--- src/rtl/mem_access_ctrl.sv ---
// mem_access_ctrl
//   Sequences a single load or store through a bus-based datapath. A start
//   pulse in IDLE latches the instruction and checks it. A valid access then
//   walks through the address, MAR, data and wait phases. An invalid one goes
//   straight to ERR, which emits a one-cycle err pulse.
//   Every output is a Moore decode of the present state and the latched
//   instruction.
//
// Ports
//   clk, rst        : clock, asynchronous active-high reset
//   start           : begin an access (sampled in IDLE only)
//   instr           : {opcode[3:0], param1 (data reg), param2 (address reg)}
//   MFC             : memory function complete (looked at only in wait states)
//   PC_inc .. MDR_EN_write : datapath strobes; mem_RW=1 means read
//   reg_out, reg_in : one-hot bus drive / bus load enables (G0,P0,G1,G2,G3,P1)
//   busy            : high in every state except IDLE
//   done, err       : one-cycle completion / rejection-or-timeout pulses
module mem_access_ctrl #(
  parameter int           INSTR_W   = 16,
  parameter int           REG_SEL_W = 6,
  parameter int           NUM_REGS  = 6,
  parameter logic [3:0]   OP_LOAD   = 4'b0100,
  parameter logic [3:0]   OP_STORE  = 4'b0011,
  parameter int           TIMEOUT   = 15
) (
  input  logic                clk,
  input  logic                rst,
  input  logic                start,
  input  logic [INSTR_W-1:0]  instr,
  input  logic                MFC,
  output logic                PC_inc,
  output logic                MAR_EN,
  output logic                mem_EN,
  output logic                mem_RW,
  output logic                MDR_EN_read,
  output logic                MDR_out,
  output logic                MDR_EN_write,
  output logic [NUM_REGS-1:0] reg_out,
  output logic [NUM_REGS-1:0] reg_in,
  output logic                busy,
  output logic                done,
  output logic                err
);

  if ((INSTR_W < 4 + 2*REG_SEL_W) || (NUM_REGS > 2**REG_SEL_W)) begin : g_bad_params
    $error("mem_access_ctrl: instruction too narrow or too many registers");
  end

  // The counter only has to hold values up to TIMEOUT. With TIMEOUT=0 it is
  // never compared, so one bit is enough.
  localparam int CNT_W = (TIMEOUT > 0) ? $clog2(TIMEOUT + 1) : 1;
  // One extra bit, so the comparison also works when NUM_REGS == 2**REG_SEL_W.
  localparam logic [REG_SEL_W:0] NUM_REGS_X = (REG_SEL_W+1)'(NUM_REGS);

  typedef enum logic [3:0] {
    S_IDLE, S_ADDR, S_MAR, S_ST_DATA, S_ST_WAIT,
    S_LD_WAIT, S_LD_CAP, S_LD_WB, S_DONE, S_ERR
  } state_t;

  state_t               state_q, state_d;
  logic [INSTR_W-1:0]   instr_q, instr_d;
  logic [CNT_W-1:0]     cnt_q, cnt_d;
  logic [CNT_W-1:0]     cnt_inc;
  logic                 timed_out;

  // Fields of the incoming instruction; used only for the accept/reject check.
  logic [3:0]           op_in;
  logic [REG_SEL_W-1:0] p1_in, p2_in;
  logic                 instr_ok;

  // Fields of the latched instruction; these drive all outputs.
  logic [3:0]           op_q;
  logic [REG_SEL_W-1:0] p1_q, p2_q;
  logic                 is_store_q;
  logic [NUM_REGS-1:0]  sel1, sel2;

  assign op_in = instr[INSTR_W-1 -: 4];
  assign p1_in = instr[INSTR_W-5 -: REG_SEL_W];
  assign p2_in = instr[REG_SEL_W-1:0];
  assign instr_ok = ((op_in == OP_LOAD) || (op_in == OP_STORE)) &&
                    ({1'b0, p1_in} < NUM_REGS_X) && ({1'b0, p2_in} < NUM_REGS_X);

  assign op_q       = instr_q[INSTR_W-1 -: 4];
  assign p1_q       = instr_q[INSTR_W-5 -: REG_SEL_W];
  assign p2_q       = instr_q[REG_SEL_W-1:0];
  assign is_store_q = (op_q == OP_STORE);

  // One-hot decode of the two register selects.
  for (genvar gi = 0; gi < NUM_REGS; gi++) begin : g_sel
    assign sel1[gi] = (p1_q == REG_SEL_W'(gi));
    assign sel2[gi] = (p2_q == REG_SEL_W'(gi));
  end

  assign cnt_inc = cnt_q + 1'b1;
  // This is the last wait cycle that is allowed. MFC is checked before this
  // signal, so a completion in the same cycle still counts as success.
  assign timed_out = (TIMEOUT > 0) && (cnt_inc == CNT_W'(TIMEOUT));

  always_ff @(posedge clk or posedge rst) begin
    if (rst) begin
      state_q <= S_IDLE;
      instr_q <= '0;
      cnt_q   <= '0;
    end else begin
      state_q <= state_d;
      instr_q <= instr_d;
      cnt_q   <= cnt_d;
    end
  end

  always_comb begin
    state_d = state_q;
    instr_d = instr_q;
    cnt_d   = cnt_q;
    unique case (state_q)
      S_IDLE: if (start) begin
        instr_d = instr;
        state_d = instr_ok ? S_ADDR : S_ERR;
      end
      S_ADDR:    state_d = S_MAR;
      S_MAR: begin
        cnt_d   = '0;
        state_d = is_store_q ? S_ST_DATA : S_LD_WAIT;
      end
      S_ST_DATA: begin
        cnt_d   = '0;
        state_d = S_ST_WAIT;
      end
      S_ST_WAIT, S_LD_WAIT: begin
        if (MFC) begin
          state_d = (state_q == S_ST_WAIT) ? S_DONE : S_LD_CAP;
        end else begin
          cnt_d = cnt_inc;
          if (timed_out) state_d = S_ERR;
        end
      end
      S_LD_CAP:  state_d = S_LD_WB;
      S_LD_WB:   state_d = S_DONE;
      S_DONE:    state_d = S_IDLE;
      S_ERR:     state_d = S_IDLE;
      default:   state_d = S_IDLE;
    endcase
  end

  always_comb begin
    PC_inc       = 1'b0;
    MAR_EN       = 1'b0;
    mem_EN       = 1'b0;
    mem_RW       = 1'b0;
    MDR_EN_read  = 1'b0;
    MDR_out      = 1'b0;
    MDR_EN_write = 1'b0;
    reg_out      = '0;
    reg_in       = '0;
    done         = 1'b0;
    err          = 1'b0;
    busy         = (state_q != S_IDLE);
    unique case (state_q)
      S_ADDR:    begin reg_out = sel2; PC_inc = 1'b1; end
      S_MAR:     begin reg_out = sel2; MAR_EN = 1'b1; end
      S_ST_DATA: begin reg_out = sel1; MDR_EN_write = 1'b1; end
      S_ST_WAIT: begin mem_EN = 1'b1; end
      S_LD_WAIT: begin mem_EN = 1'b1; mem_RW = 1'b1; end
      S_LD_CAP:  begin mem_EN = 1'b1; mem_RW = 1'b1; MDR_EN_read = 1'b1; end
      S_LD_WB:   begin MDR_out = 1'b1; reg_in = sel1; end
      S_DONE:    done = 1'b1;
      S_ERR:     err = 1'b1;
      default:   ;
    endcase
  end

endmodule
--- config.mk ---
export PLATFORM = sky130hd
export DESIGN_NAME = mem_access_ctrl
export DESIGN_NICKNAME = d
export VERILOG_FILES = /design/src/rtl/mem_access_ctrl.sv
export SDC_FILE = /design/constraint.sdc
export NUM_CORES = 1
export LEC_CHECK = 0
export BUFFER_PORTS_ARGS = -buffer_cell sky130_fd_sc_hd__clkbuf_2
export CAP_MARGIN = 20
export CORE_ASPECT_RATIO = 0.9
export CORE_MARGIN = 2
export CORE_UTILIZATION = 50
export DETAILED_ROUTE_END_ITERATION = 6
export PLACE_DENSITY = 0.77
export SYNTH_ARGS = -nofsm -noshare
export SYNTH_HDL_FRONTEND = slang
export SYNTH_SLANG_ARGS = --single-unit
--- constraint.sdc ---
create_clock -name clk -period 4.4 [get_ports clk]
set_input_delay 0.66 -clock clk [delete_from_list [all_inputs] [get_ports clk]]
set_output_delay 0.66 -clock clk [all_outputs]
set_load 0.01 [all_outputs]
==> metrics.yaml, run 1 <==
run_status:
  outcome: "finished, final reports clean"
worst_setup_path:
  crit_buf_inv: 1
  top_family_by_delay_on_critical_path: "simple AND/OR/NAND/NOR gates"
  cp_cell_sequence: "or3_1 -> or4_1 -> or3b_1 -> o32ai_1 -> clkbuf_2"
  critical-path-slowest-cell: "sky130_fd_sc_hd__dfrtp_1"
  worstPathArrival_ps: 2590
  critical_path.max_fanout: 15
  critical_path.endpoint_type: "output port"
  critical_path_source_type: "flop"
  setup.worst_path.class: "flop to output port"
  timing.critical_path.required_ps: 3740
  crit_path_max_incr_delay_ps: 570
die:
  std_cell_rows: 18
  io_pins: 42
  core_area_sq_um: 2700
  die_w_um: 59.6
  dieHeight_um: 54.0
  die_area_sq_um: 3220
  start_util_pct: 51.5
finish:
  layout_cell_area_excl_fill_sq_um: 1660
  nFillCells: 237
  area.growth.synth_to_final_pct: 19.5
  mostFrequentLayoutCell: "sky130_fd_sc_hd__clkbuf_2"
  post_route_insts_no_fill: 214
  most-common-layout-cells: "41 x sky130_fd_sc_hd__clkbuf_2, 24 x sky130_fd_sc_hd__dfrtp_1, 16 x sky130_fd_sc_hd__mux2_2"
  layout-drive-gt1-share_pct: 33.2
  design.final.nets: 207
  num_antenna_cells: 0
synthesis:
  seq_area_frac_synth_pct: 43.2
  synth.yosys.warnings: 0
  synth_enable_flop_cells: 0
  syn-num-nets: 167
  most_used_flip_flop_cell_after_synthesis: "sky130_fd_sc_hd__dfrtp_1"
  ys_types: 40
  synth_top_area_cell: "sky130_fd_sc_hd__dfrtp_1"
  postSynthCellCount: 145
  synth.top_cells.by_area: "sky130_fd_sc_hd__dfrtp_1 43%, sky130_fd_sc_hd__mux2_2 13%, sky130_fd_sc_hd__nor3_1 3.6%, sky130_fd_sc_hd__nor2_1 3.2%, sky130_fd_sc_hd__nand2b_1 3.1%"
  flop_and_latch_count_out_of_synthesis: 24
  netlist_area_sq_um: 1390
  postSynthAreaPerCell_sq_um: 9.60
  yosys.area.top_type_share_pct: 43.2
  async_reset_ff_share_pct: 100
clock_network:
  clkLatencyLatePin_ps: 320
  clock_input_transition_at_the_sequential_cells_of_the_worst_setup_and_hold_paths_ps: 140
  tritoncts: "yes"
  cts.htree.levels: 1
  hold_buffers: 0
  clockBufferDepth: 2
  postCtsSetupBuffers: 0
  number_of_buffers_created_by_cts: 3
  cts_resized: 0
  tritoncts_num_sinks: 24
  clockRootBuffer: "sky130_fd_sc_hd__clkbuf_4"
timing:
  final_hold_viol_count: 0
  drv_slew: 0
  worst_slew_margin_rel_pct: 40.0
  setup_violations: 0
  worst_pin_slew_ps: 900
  clock-skew-final_ps: 2.24
  final_min_period_over_clock_period_pct: 73.8
  grt_setup_unrepaired: "no"
  setup-tns-final_ps: 0
  achievable-frequency_mhz: 308
  finalCriticalPeriod_ps: 3250
  post-route-worst-setup-slack_ps: 1150
routing:
  drt-total-wl_mm: 3.20
  detailed_route_vias_per_instance: 5.85
  routed_wire_length_per_instance_um: 15.0
  postRouteAntennaNets: 0
  vias: 1251
  route.detailed.drc: 0
  drt_pass1_iterations: 4
  drt_iter0_markers: 94
placement:
  detailed_place.area_sq_um: 1610
  numPortBuffers: 41
  place.detailed.instances: 210
  dp_hpwl_mm: 2.43
  gp_congestion: 0.837
  detailedPlace.worstSlack_ps: 1570
global_route:
  grt-ovfl-total: 0
  grt_pass1_wl_mm: 5.00
  pin_count_of_the_biggest_net_entering_global_routing: 25
  grtUsageTotal_pct: 20.7
  grt_antenna_before_repair: 0
  vias_in_the_first_global_route: 1057
power_and_ir_drop:
  leak_pwr_uw: 0.000739
  worst_ir_drop_vdd_v: 0.000286
  power_density_nw_per_um2: 586
min_path:
  worst_hold_path_type: "primary input to async pin"
run:
  cap_viol_max_count: 0
-- Yosys cell counts, types with 2 or more instances --
cell / n
sky130_fd_sc_hd__a211oi_1: 2
sky130_fd_sc_hd__a21oi_1: 3
sky130_fd_sc_hd__clkbuf_1: 4
sky130_fd_sc_hd__dfrtp_1: 24
sky130_fd_sc_hd__ha_1: 2
sky130_fd_sc_hd__inv_1: 7
sky130_fd_sc_hd__mux2_2: 16
sky130_fd_sc_hd__nand2_1: 11
sky130_fd_sc_hd__nand2b_1: 7
sky130_fd_sc_hd__nand3_1: 3
sky130_fd_sc_hd__nor2_1: 12
sky130_fd_sc_hd__nor2b_1: 3
sky130_fd_sc_hd__nor3_1: 10
sky130_fd_sc_hd__nor4_1: 3
sky130_fd_sc_hd__o211ai_1: 2
sky130_fd_sc_hd__o21ai_0: 6
sky130_fd_sc_hd__o22ai_1: 3
sky130_fd_sc_hd__o32ai_1: 3
sky130_fd_sc_hd__or3_1: 2
sky130_fd_sc_hd__xnor2_1: 2
-- layer usage --
metal | part of all wire (%) | track usage (%) | vias up
met5 | 0 | 0 | -
met4 | 0.87 | 4.44 | 0
met3 | 4.3 | 2.88 | 4
met2 | 46 | 32.8 | 42
met1 | 49 | 30.3 | 587
li1 | - | - | 618
-- area by class of cell --
class,count,area (sq um),share of cell area (%)
clock buffer,3,22.5,1.35
inverter,7,26.3,1.58
tap,30,37.5,2.26
sequential,24,601,36.1
clock inverter,1,30.0,1.81
multi-input combinational,108,741,44.5
timing repair buffer,41,205,12.3
-- power by group --
group	internal (uW)	leakage [uW]	total [uW]	switching, uW
clock network	92.1	0.0000279	165	73.2
logic	189	0.000416	361	172
registers	316	0.000295	447	132
total	597	0.000739	974	376
-- registers in the layout (all words and copies together), names as in the netlist --
signal and flops:
cnt_q 4, instr_q 16, state_q 4
-- per-stage QoR --
stage	hold slack (ps)	power, uW	utilization (%)
2_1_floorplan	471	701	-
5_1_grt	545	1040	61.5
4_1_cts	534	975	61.5
3_5_place_dp	502	810	59.6
6_report	483	974	61.5
3_3_place_gp	489	791	59.6
-- cells by family after synthesis --
family,Yosys count,share of synthesized area [%]
simple gates,57,21.0
fa+ha+maj,2,1.80
xor+xnor,2,1.26
buf+inv,13,3.60
mux,16,12.9
compound gates,31,16.2
flops,24,43.2
-- worst paths after layout --
kind / from / to / slack (ps) / cells after the start
min in group clk: instr_q[12]$_DFFE_PP0P_ / instr_q[12]$_DFFE_PP0P_ / 540 / 1
worst min-delay path: rst / cnt_q[3]$_DFFE_PP0P_ / 480 / 2
worst max register to register: state_q[1]$_DFFE_PP0P_ / state_q[3]$_DFFE_PP0P_ / 2170 / 4
worst min register to register: instr_q[12]$_DFFE_PP0P_ / instr_q[12]$_DFFE_PP0P_ / 540 / 1
max in group asynchronous: rst / cnt_q[1]$_DFFE_PP0P_ / 3370 / 2
worst max-delay path: state_q[3]$_DFFE_PP0P_ / reg_out[4] / 1150 / 5
Power figures use the tool's default switching activity.
==> inputs of run 2 (changes only) <==
--- a/config.mk
+++ b/config.mk
@@ -5,13 +5,14 @@
 export SDC_FILE = /design/constraint.sdc
 export NUM_CORES = 1
 export LEC_CHECK = 0
+export ABC_AREA = 1
 export BUFFER_PORTS_ARGS = -buffer_cell sky130_fd_sc_hd__clkbuf_2
 export CAP_MARGIN = 20
 export CORE_ASPECT_RATIO = 0.9
 export CORE_MARGIN = 2
 export CORE_UTILIZATION = 50
 export DETAILED_ROUTE_END_ITERATION = 6
-export PLACE_DENSITY = 0.77
+export PLACE_DENSITY = 0.76
 export SYNTH_ARGS = -nofsm -noshare
 export SYNTH_HDL_FRONTEND = slang
 export SYNTH_SLANG_ARGS = --single-unit
==> constraint.sdc (replaced) <==
create_clock -name clk -period 3.05 [get_ports clk]
set_input_delay 0.4575 -clock clk [delete_from_list [all_inputs] [get_ports clk]]
set_output_delay 0.4575 -clock clk [all_outputs]
set_load 0.01 [all_outputs]
==> metrics.yaml, run 2 <==
worst_setup_path:
  cp_cell_sequence: "or2_2 -> nor3_1 -> nand2_1 -> o22ai_1 -> clkbuf_2"
  critical_path.max_fanout: 3
  worstPathArrival_ps: 1760
  r2r.worst_path.cells: 6
  setup.worst_path.class: "flop to output port"
  crit_path_max_incr_delay_ps: 400
  critical_path.endpoint_type: "output port"
  critical-path-slowest-cell: "sky130_fd_sc_hd__dfrtp_1"
  timing.critical_path.required_ps: 2590
  regToRegSetupSlack_ps: 1520
  worstReg2RegEnd: "instr_q[8]$_DFFE_PP0P_"
  critical_path_source_type: "flop"
  r2r-start: "state_q[2]$_DFFE_PP0P_"
synthesis:
  ys_types: 24
  synth_top_area_cell: "sky130_fd_sc_hd__dfrtp_1"
  syn-num-nets: 236
  flop_and_latch_count_out_of_synthesis: 24
  postSynthCellCount: 214
  synth.yosys.warnings: 0
  seq_area_frac_synth_pct: 39.8
  most_used_flip_flop_cell_after_synthesis: "sky130_fd_sc_hd__dfrtp_1"
  yosys.area.top_type_share_pct: 39.8
  netlist_area_sq_um: 1510
  async_reset_ff_share_pct: 100
  synth_enable_flop_cells: 0
  synthTopCellsByCount: "55 x sky130_fd_sc_hd__nand2_1, 34 x sky130_fd_sc_hd__inv_1, 32 x sky130_fd_sc_hd__nor2_1, 24 x sky130_fd_sc_hd__dfrtp_1, 21 x sky130_fd_sc_hd__nand3_1"
  synth.top_cells.by_area: "sky130_fd_sc_hd__dfrtp_1 40%, sky130_fd_sc_hd__nand2_1 14%, sky130_fd_sc_hd__inv_1 8.5%, sky130_fd_sc_hd__nor2_1 8.0%, sky130_fd_sc_hd__nand3_1 7.0%"
  postSynthAreaPerCell_sq_um: 7.05
  synth.most_common_cell: "sky130_fd_sc_hd__nand2_1"
finish:
  area.growth.synth_to_final_pct: 17.5
  most-common-layout-cells: "55 x sky130_fd_sc_hd__nand2_1, 41 x sky130_fd_sc_hd__clkbuf_2, 34 x sky130_fd_sc_hd__inv_1"
  max_ffs_per_register: 16
  mostFrequentLayoutCell: "sky130_fd_sc_hd__nand2_1"
  design.final.nets: 279
  max_flop_register: "instr_q"
  largestRegisters: "instr_q (16), cnt_q (4), state_q (4)"
  num_antenna_cells: 0
  layout-drive-gt1-share_pct: 26.6
die:
  die_area_sq_um: 3470
  core_area_sq_um: 2820
  start_util_pct: 53.6
  die_w_um: 61.9
  io_pins: 42
  dieHeight_um: 56.1
  std_cell_rows: 18
global_route:
  grt_pass1_wl_mm: 5.25
  grt-ovfl-total: 0
  grtUsageTotal_pct: 20.0
  grt_antenna_before_repair: 0
  vias_in_the_first_global_route: 1246
  pin_count_of_the_biggest_net_entering_global_routing: 28
power_and_ir_drop:
  worst_ir_drop_vdd_v: 0.000438
  leak_pwr_uw: 0.00100
  power_density_nw_per_um2: 805
timing:
  achievable-frequency_mhz: 451
  grt_setup_unrepaired: "no"
  finalCriticalPeriod_ps: 2220
  clock-skew-final_ps: 7.13
  post-route-worst-setup-slack_ps: 832
  worst_slew_margin_rel_pct: 38.9
  final_min_period_over_clock_period_pct: 72.7
  final_hold_viol_count: 0
  worst_pin_slew_ps: 915
  drv_slew: 0
  setup-tns-final_ps: 0
  setup_violations: 0
routing:
  vias: 1451
  drt_pass1_iterations: 5
  postRouteAntennaNets: 0
  detailed_route_vias_per_instance: 4.90
  drt-total-wl_mm: 3.17
  routed_wire_length_per_instance_um: 10.7
  route.detailed.drc: 0
  drt_iter0_markers: 126
run_status:
  outcome: "finished, final reports clean"
clock_network:
  clockRootBuffer: "sky130_fd_sc_hd__clkbuf_4"
  cts.htree.levels: 1
  clock_input_transition_at_the_sequential_cells_of_the_worst_setup_and_hold_paths_ps: 140
  hold_buffers: 0
  tritoncts: "yes"
  tritoncts_num_sinks: 24
  postCtsSetupBuffers: 0
  clkLatencyLatePin_ps: 320
  number_of_buffers_created_by_cts: 3
  cts_resized: 0
  clockBufferDepth: 2
placement:
  gp_congestion: 0.858
  numPortBuffers: 41
  dp_hpwl_mm: 2.53
  detailedPlace.worstSlack_ps: 1200
min_path:
  worst_hold_path_type: "primary input to async pin"
run:
  cap_viol_max_count: 0
run 2: changes by cell type after synthesis, sizes merged, moves of 7 or more:
cell / delta
nor2: +25
nand3: +18
nand2b: -7
nand2: +46
mux2: -16
inv: +30
a21oi: +7
run 2: worst max-delay path by stage:
stage	start	end	slack (ps)	depth (start not counted)
after floorplan	instr_q[11]$_DFFE_PP0P_	reg_out[2]	1320	4
after global placement	instr_q[11]$_DFFE_PP0P_	reg_out[5]	1250	5
after detailed placement	instr_q[11]$_DFFE_PP0P_	reg_out[2]	1200	5
after CTS	instr_q[11]$_DFFE_PP0P_	reg_out[2]	820	5
after global routing	instr_q[11]$_DFFE_PP0P_	reg_out[2]	640	5
final	instr_q[11]$_DFFE_PP0P_	reg_out[5]	830	5
run 2: worst max-delay path, delay by kind of cell (launching register included):
family / cells / cell delay [ps]
DFF: 1 / 400
buffers and inverters: 1 / 160
and+or+nand+nor: 3 / 740
AOI/OAI and AO/OA: 1 / 140
run 2: kinds of logic after synthesis:
group,count (synthesis),share of synthesized area [%]
buffers and inverters,40,11.0
and+or+nand+nor,124,36.6
DFF,24,39.8
AOI/OAI and AO/OA,24,10.9
adders and majority gates,2,1.66
run 2: metrics by stage:
step	instances	power [uW]	area, sq um	util [%]	hold WS, ps
2_1_floorplan	214	1100	1510	-	434
4_1_cts	296	1440	1770	63.0	330
3_3_place_gp	292	1250	1740	61.7	449
3_5_place_dp	292	1260	1740	61.7	458
5_1_grt	296	1570	1770	63.0	353
6_report	296	1430	1770	63.0	292
run 2: power by group:
group	total, uW	switching [uW]	leakage, uW	internal [uW]
logic	704	462	0.000690	241
clock network	172	98.8	0.0000210	73.1
registers	551	101	0.000293	451
run 2: final cells by class:
cell class	instances	area, sq um
Inverter	37	139
Clock buffer	4	36.3
Fill cell	273	1040
Sequential cell	24	601
Multi-Input combinational cell	150	742
Tap cell	40	50.0
Timing Repair Buffer	41	205
run 2: routing by layer:
metal | up-vias | routed length, um | share of wire, % | track usage (%)
li1 | 756 | - | - | -
met1 | 642 | 1650 | 52 | 29.5
met2 | 48 | 1340 | 42 | 29.6
met3 | 5 | 135 | 4.3 | 2.56
met4 | 0 | 52 | 1.6 | 7.29
met5 | - | 0 | 0 | 0
